### src/rtl/axi_slave_write_ctrl.sv
// AXI4 slave write responder for one SRAM: accepts one AW/W burst at a time,
// turns each W beat into a byte-masked SRAM write and answers on B.
module axi_slave_write_ctrl #(
  parameter int IDS_W  = 8,
  parameter int ADDR_W = 32,
  parameter int DATA_W = 32,
  parameter int LEN_W  = 4,
  parameter int MEM_AW = 14
) (
  input  logic                  clk,
  input  logic                  rst,
  input  logic [IDS_W-1:0]      AWID,
  input  logic [ADDR_W-1:0]     AWADDR,
  input  logic [LEN_W-1:0]      AWLEN,
  input  logic [2:0]            AWSIZE,
  input  logic [1:0]            AWBURST,
  input  logic                  AWVALID,
  output logic                  AWREADY,
  input  logic [DATA_W-1:0]     WDATA,
  input  logic [DATA_W/8-1:0]   WSTRB,
  input  logic                  WLAST,
  input  logic                  WVALID,
  output logic                  WREADY,
  output logic [IDS_W-1:0]      BID,
  output logic [1:0]            BRESP,
  output logic                  BVALID,
  input  logic                  BREADY,
  output logic                  CEB,
  output logic                  WEB,
  output logic [DATA_W-1:0]     BWEB,
  output logic [MEM_AW-1:0]     A,
  output logic [DATA_W-1:0]     DI
);

  typedef enum logic [1:0] {IDLE, DATA, RESP} state_t;

  state_t             state_q, state_d;
  logic [IDS_W-1:0]   id_q;
  logic [LEN_W-1:0]   len_q;
  logic [LEN_W-1:0]   cnt_q;
  logic [1:0]         burst_q;
  logic [MEM_AW-1:0]  addr_q;
  logic               err_q;

  logic aw_hs;
  logic w_hs;
  logic final_beat;
  logic bad_ctrl;
  logic wr_en;
  logic addr_unused;

  assign aw_hs       = (state_q == IDLE) && AWVALID;
  assign w_hs        = (state_q == DATA) && WVALID;
  assign final_beat  = (cnt_q == len_q);
  assign bad_ctrl    = AWBURST[1] || (AWSIZE != 3'b010);
  assign wr_en       = w_hs && !err_q;
  assign addr_unused = ^{AWADDR[ADDR_W-1:MEM_AW+2], AWADDR[1:0]};

  always_comb begin
    state_d = state_q;
    case (state_q)
      IDLE: if (AWVALID) state_d = DATA;
      DATA: if (w_hs && (final_beat || WLAST)) state_d = RESP;
      RESP: if (BREADY) state_d = IDLE;
      default: state_d = IDLE;
    endcase
  end

  // A WLAST that disagrees with the beat count (early or missing) poisons the response.
  always_ff @(posedge clk or posedge rst) begin
    if (rst) begin
      state_q <= IDLE;
      id_q    <= '0;
      len_q   <= '0;
      cnt_q   <= '0;
      burst_q <= '0;
      addr_q  <= '0;
      err_q   <= 1'b0;
    end else begin
      state_q <= state_d;
      if (aw_hs) begin
        id_q    <= AWID;
        len_q   <= AWLEN;
        burst_q <= AWBURST;
        addr_q  <= AWADDR[MEM_AW+1:2];
        cnt_q   <= '0;
        err_q   <= bad_ctrl;
      end else if (w_hs) begin
        cnt_q <= cnt_q + 1'b1;
        if (burst_q == 2'b01) addr_q <= addr_q + 1'b1;
        err_q <= err_q | (final_beat ^ WLAST);
      end
    end
  end

  assign AWREADY = (state_q == IDLE);
  assign WREADY  = (state_q == DATA);
  assign BVALID  = (state_q == RESP);
  assign BID     = id_q;
  assign BRESP   = (state_q == RESP && err_q) ? 2'b10 : 2'b00;

  assign CEB = ~wr_en;
  assign WEB = ~wr_en;
  assign A   = addr_q;
  assign DI  = w_hs ? WDATA : '0;

  for (genvar i = 0; i < DATA_W/8; i++) begin : g_bweb
    assign BWEB[8*i +: 8] = {8{~(w_hs & WSTRB[i])}};
  end

endmodule
### config.mk
export PLATFORM = sky130hd
export DESIGN_NAME = axi_slave_write_ctrl
export DESIGN_NICKNAME = d
export VERILOG_FILES = /design/src/rtl/axi_slave_write_ctrl.sv
export SDC_FILE = /design/constraint.sdc
export NUM_CORES = 1
export LEC_CHECK = 0
export CAP_MARGIN = 20
export CORE_MARGIN = 2
export CORE_UTILIZATION = 33
export CTS_CLUSTER_DIAMETER = 150
export DETAILED_ROUTE_END_ITERATION = 12
export PLACE_DENSITY = 0.81
export SETUP_SLACK_MARGIN = 0.3
export SYNTH_ARGS = -nofsm -noshare
export SYNTH_HDL_FRONTEND = slang
export SYNTH_SLANG_ARGS = --single-unit
### constraint.sdc
create_clock -name clk -period 1.9 [get_ports clk]
set_input_delay 0.285 -clock clk [delete_from_list [all_inputs] [get_ports clk]]
set_output_delay 0.285 -clock clk [all_outputs]
set_load 0.1 [all_outputs]
Word level (Yosys, flattened, before mapping). Index checks and enable logic that the tools add are counted.

Add/sub/neg operators: 2. Equal/unequal tests: 8. Bitwise gates (word level): 11. Reductions and logical operators: 13. Mux-type cells: 13.

Operators with widths (number): 14-bit 2-to-1 mux (3); 32-bit 2-to-1 mux (1); 14-bit by 1-bit adder with 14-bit output, second input constant (1); 2-bit 2-to-1 mux (4); 4-bit 2-to-1 mux (2); 2-bit one-hot mux with 3 select lines (1); 1-bit logical AND (5); 1-bit inverter (5); 4-bit by 1-bit adder with 4-bit output, second input constant (1); 1-bit AND (4); 2-bit by 1-bit equality test with 1-bit output, second input constant (2); 4-bit equality test (1); 2-bit by 1-bit inequality test with 1-bit output, second input constant (2); 2-bit nonzero test (2); 3-bit by 2-bit inequality test with 1-bit output, second input constant (1); 3-bit AND reduction (1); 2-bit equality test, second input constant (1); 2-bit zero test (1); 1-bit logical OR (2); 1-bit 2-to-1 mux (2); 2-bit inequality test, second input constant (1); 2-bit AND reduction (1); 1-bit zero test (1); 1-bit bitwise OR (1); 1-bit XOR (1).

Output and inout bits: 93. Bits of input ports: 91. Register bits after elaboration: 35. Logic and storage cells: 54.

Longest topological paths before layout.
Word-level depth: 5. Gate-level depth with buffers: 6. Depth with buffers taken out: 5.

Least setup slack after synthesis. No wires, ideal clock.

Kind: flip-flop to flip-flop. Start: register state_q[1]. End: register addr_q[6] (netlist: A[6]). Setup time: 0.127 ns. Clock period less this slack: 2.929 ns. Required time: 1.773 ns. Cell stages (with the launch flop): 5. Buffers on the path: 0. Slack: -1.029 ns. Data arrival time: 2.802 ns. Cells stage by stage: dfrtp_1 nor2_1 nand2_1 mux2_4 a221o_1.

Word-level cells in the longest chain between the ends: 4. Elaborated cells on any way between the ends: 8. Those cells by class: eq/ne (1); mux (1); reduce/logical (6).

RTL lines: start, declared (RTL line 37) `state_t state_q, state_d;`; start signal, assigned (RTL line 80) `state_q <= state_d;`; 2-bit zero test (*); named net AWREADY (RTL line 18) `output logic AWREADY,`; 1-bit logical AND (*) (RTL line 52) `assign aw_hs = (state_q == IDLE) && AWVALID;`; 2-bit nonzero test (no source line); 2-bit AND reduction (no source line); end signal, assigned (RTL line 85) `addr_q <= AWADDR[MEM_AW+1:2];`; end signal, assigned (RTL line 90) `if (burst_q == 2'b01) addr_q <= addr_q + 1'b1;`; end, declared (RTL line 42) `logic [MEM_AW-1:0] addr_q;`.

Mark *: on every way through the listed nets, which the timed path passes. The rest lies on a longest branch. A chain may end at the register's enable or synchronous reset.

Final worst setup path.
Start: register state_q[1]. End: output port DI[14].

Word-level cells in the longest chain between the ends: 3.

RTL lines: 2-bit by 1-bit equality test with 1-bit output (RTL line 53) `assign w_hs = (state_q == DATA) && WVALID;`; 1-bit logical AND (RTL line 53); 32-bit 2-to-1 mux (RTL line 105) `assign DI = w_hs ? WDATA : '0;`; end, declared (RTL line 32) `output logic [DATA_W-1:0] DI`.

Every way passes these cells.

==> metrics <==
Starting DRT DRC Count=64; initial core utilization=between 30% and 40%; post-synthesis cell area=2250 sq um; fmax=approximately 0.56 GHz; H-tree lvl count=2; core area=6680 sq um; Post-synth EDFFs=0; VDD IR max=approximately 1.4 mV; r2r endpoint=A[8]; fin crit period=about 1800 ps; fraction of registers with async set/reset=100%; RSZ-0062 raised after global routing=yes; CP Capture Type=primary output; pins over their slew limit=0; critical path type=reg2out; Static Leak=approximately 2.3 nW; Reg2Reg Setup Slack=around 170 ps; Die Footprint=approximately 7500 sq um; commonest cells after routing, fill and taps aside=buf_12, clkdlybuf4s50_1, nand2_1, and2_4, buf_4; CTS Buf Count=5; status=finished clean; hold slack=approximately 390 ps; residual DRC count=0; Routed Antenna Nets=0; WP data arrival=around 1500 ps; endpoints failing setup=0; Avg Synthesized Cell Area=between 8 and 9 sq um; worst min-delay path category=in2async; share of the synthesized area in the top cell type=about two fifths; setup slack after placement=-94.5 ps; Sequential Area=about 900 sq um; number of global-route vias before repair=about 2,400; Final WS setup=between 100 and 150 ps; clock-pin slew on the worst setup and hold paths=~80 ps; Buf/Inv on CP=2; placer's final routability congestion estimate=about 0.82; CTS sink cnt=35; # IOs=approximately 180; number of port buffers=164; clk root buf=clkbuf_8; Top FF cell, synth=dfrtp_1; sequential-to-total area share from yosys stat=38.9%; largest net degree at the start of global routing=36; Synth Instances=roughly 260; GRT Util Overall=approximately a fifth; Synth cell types=just under 50; initial antenna violation count=0; Ys Warns=0; Worst path most repeated cell=buf_12; Layout Skew=approximately 5.8 ps; Antenna Cells=0; crit path cell chain=and3b_2 -> buf_12 -> and2_4 -> buf_12; most common cell after layout, fill and taps aside=buf_12; layout cells sized above 1=46.9%; via count=2,394; total length of routed wires=~7600 um; DR pass1 iterations=4; Worst setup SP type=flip-flop; final period utilization=between 90% and 100%; DIE WIDTH=86.6 um; filler cell count=about 430; Worst path max stage delay=between 300 and 400 ps; Via-to-Cell Ratio=4.79; Synth area leader=dfrtp_1; DIE HEIGHT=~87 um; Rows=30; slowest CP cell=dfrtp_1; DP Area=4760 sq um; hpwl dp=5850 um; top cells by area, synth=dfrtp_1, buf_4, nand2_1; CP max FO=27; final hold vios=0; worst r2r path cells=7; Post-Layout Inst Area=~5100 sq um; CTS max path bufs=2; #FFs+latches synth=35; area grow syn2layout=124%; Layout Nets=513; CTS tree=done; first-pass GRT wire length=about 12,000 um; Req. time, crit path=1620 ps; cell family with most CP delay=simple AND/OR/NAND/NOR gates; area occupied by multi-input gates=about 1300 sq um; Net Count, Synth=~360; gr ovfl total=0; reg2reg start=state_q[1]; Clk Latency, worst-skew pair=roughly 300 ps; Avg WL per Cell=between 15 and 20 um; pwr/cell area=between 1500 and 2000 nW/um^2; max_cap viols=0
==> worst reg2reg max path, cell delays in order, from the launching register on <==
cell and delay, ps:
dfrtp_1 370, and3b_2 320, buf_6 120, buf_6 110, buf_6 120, nand3_4 100, or3_1 340, a31oi_1 180
==> cell type report <==
| type | count | share of cell area [%] |
|---|---|---|
| Tap cell | 80 | 1.98 |
| Clock buffer | 6 | 1.63 |
| Timing Repair Buffer | 192 | 51.9 |
| Multi-Input combinational cell | 178 | 25.1 |
| Clock inverter | 2 | 0.693 |
| Inverter | 7 | 0.520 |
| Sequential cell | 35 | 18.1 |
==> synth_stat cells (all sizes together) (2+ instances only) <==
library cell / number
and2b: 2
dfrtp: 35
nand4: 4
nand2b: 2
buf: 34
and4: 2
xnor2: 5
nand2: 63
nor3b: 2
clkbuf: 8
a221o: 3
or3: 3
o21ai: 9
xor2: 4
and2: 34
ha: 3
nor2: 8
a21oi: 2
and3: 2
nand3: 6
a31oi: 4
inv: 7
o211ai: 2
o311ai: 3
==> report_power, final <==
group | total [mW] | switching (mW) | internal (mW) | leakage [nW]
Sequential | 1.50 | 0.352 | 1.15 | 0.414
Combinational | 7.42 | 4.96 | 2.46 | 1.80
Clock | 0.712 | 0.287 | 0.425 | 0.0612
==> flip-flops by register name, summed over array words and instances, names as in the netlist <==
signal / flops
state_q: 2
len_q: 4
A: 14
err_q: 1
burst_q: 2
cnt_q: 4
BID: 8
==> kinds of logic (layout without fill, tap and decap cells) <==
| logic type | Yosys count | after routing | synth area share [%] |
|---|---|---|---|
| buffers and inverters | 49 | 207 | 14.0 |
| multiplexers | 2 | 2 | 1.11 |
| flip-flops | 35 | 35 | 38.9 |
| other | 1 | 1 | 0.166 |
| AND/OR/NAND/NOR | 135 | 135 | 32.0 |
| XOR/XNOR | 9 | 9 | 3.50 |
| AO/OA/AOI/OAI | 28 | 28 | 8.61 |
| adder cells (fa/ha/maj) | 3 | 3 | 1.67 |
==> per-layer routing <==
| metal | up-vias | wire length, um | GRT usage [%] |
|---|---|---|---|
| met4 | 0 | 93 | 4.97 |
| met5 | - | 0 | 0 |
| met2 | 111 | 4030 | 36.8 |
| met1 | 1128 | 2900 | 23.2 |
| met3 | 9 | 561 | 6.00 |
| li1 | 1146 | - | - |
==> through the flow <==
step | util, % | std cells | power [mW] | TNS [ps]
floorplan | - | 262 | 6.80 | 0
global placement | 71.2 | 479 | 8.55 | -1020
detailed placement | 71.2 | 479 | 8.65 | -2940
CTS | 73.9 | 493 | 9.47 | 0
global route | 75.7 | 500 | 9.98 | 0
finish | 75.7 | 500 | 9.63 | 0
==> worst max-delay path by stage <==
stage,start,endpoint,cells after the start
finish,state_q[1],DI[14],4
global route,state_q[1],DI[14],4
CTS,state_q[1],DI[26],4
detailed placement,WVALID,A[4],6
global placement,WVALID,A[13],6
floorplan,state_q[1],WEB,6
==> repair_timing <==
action                                  in CTS  in global routing
endpoints found under the setup margin      73                 83
pin swaps                                    7                 16
setup buffers                                6                  7
hold buffers                                 0                  0
gates resized for setup                      6                 16
No activity file was read; power rests on OpenSTA's default activity.
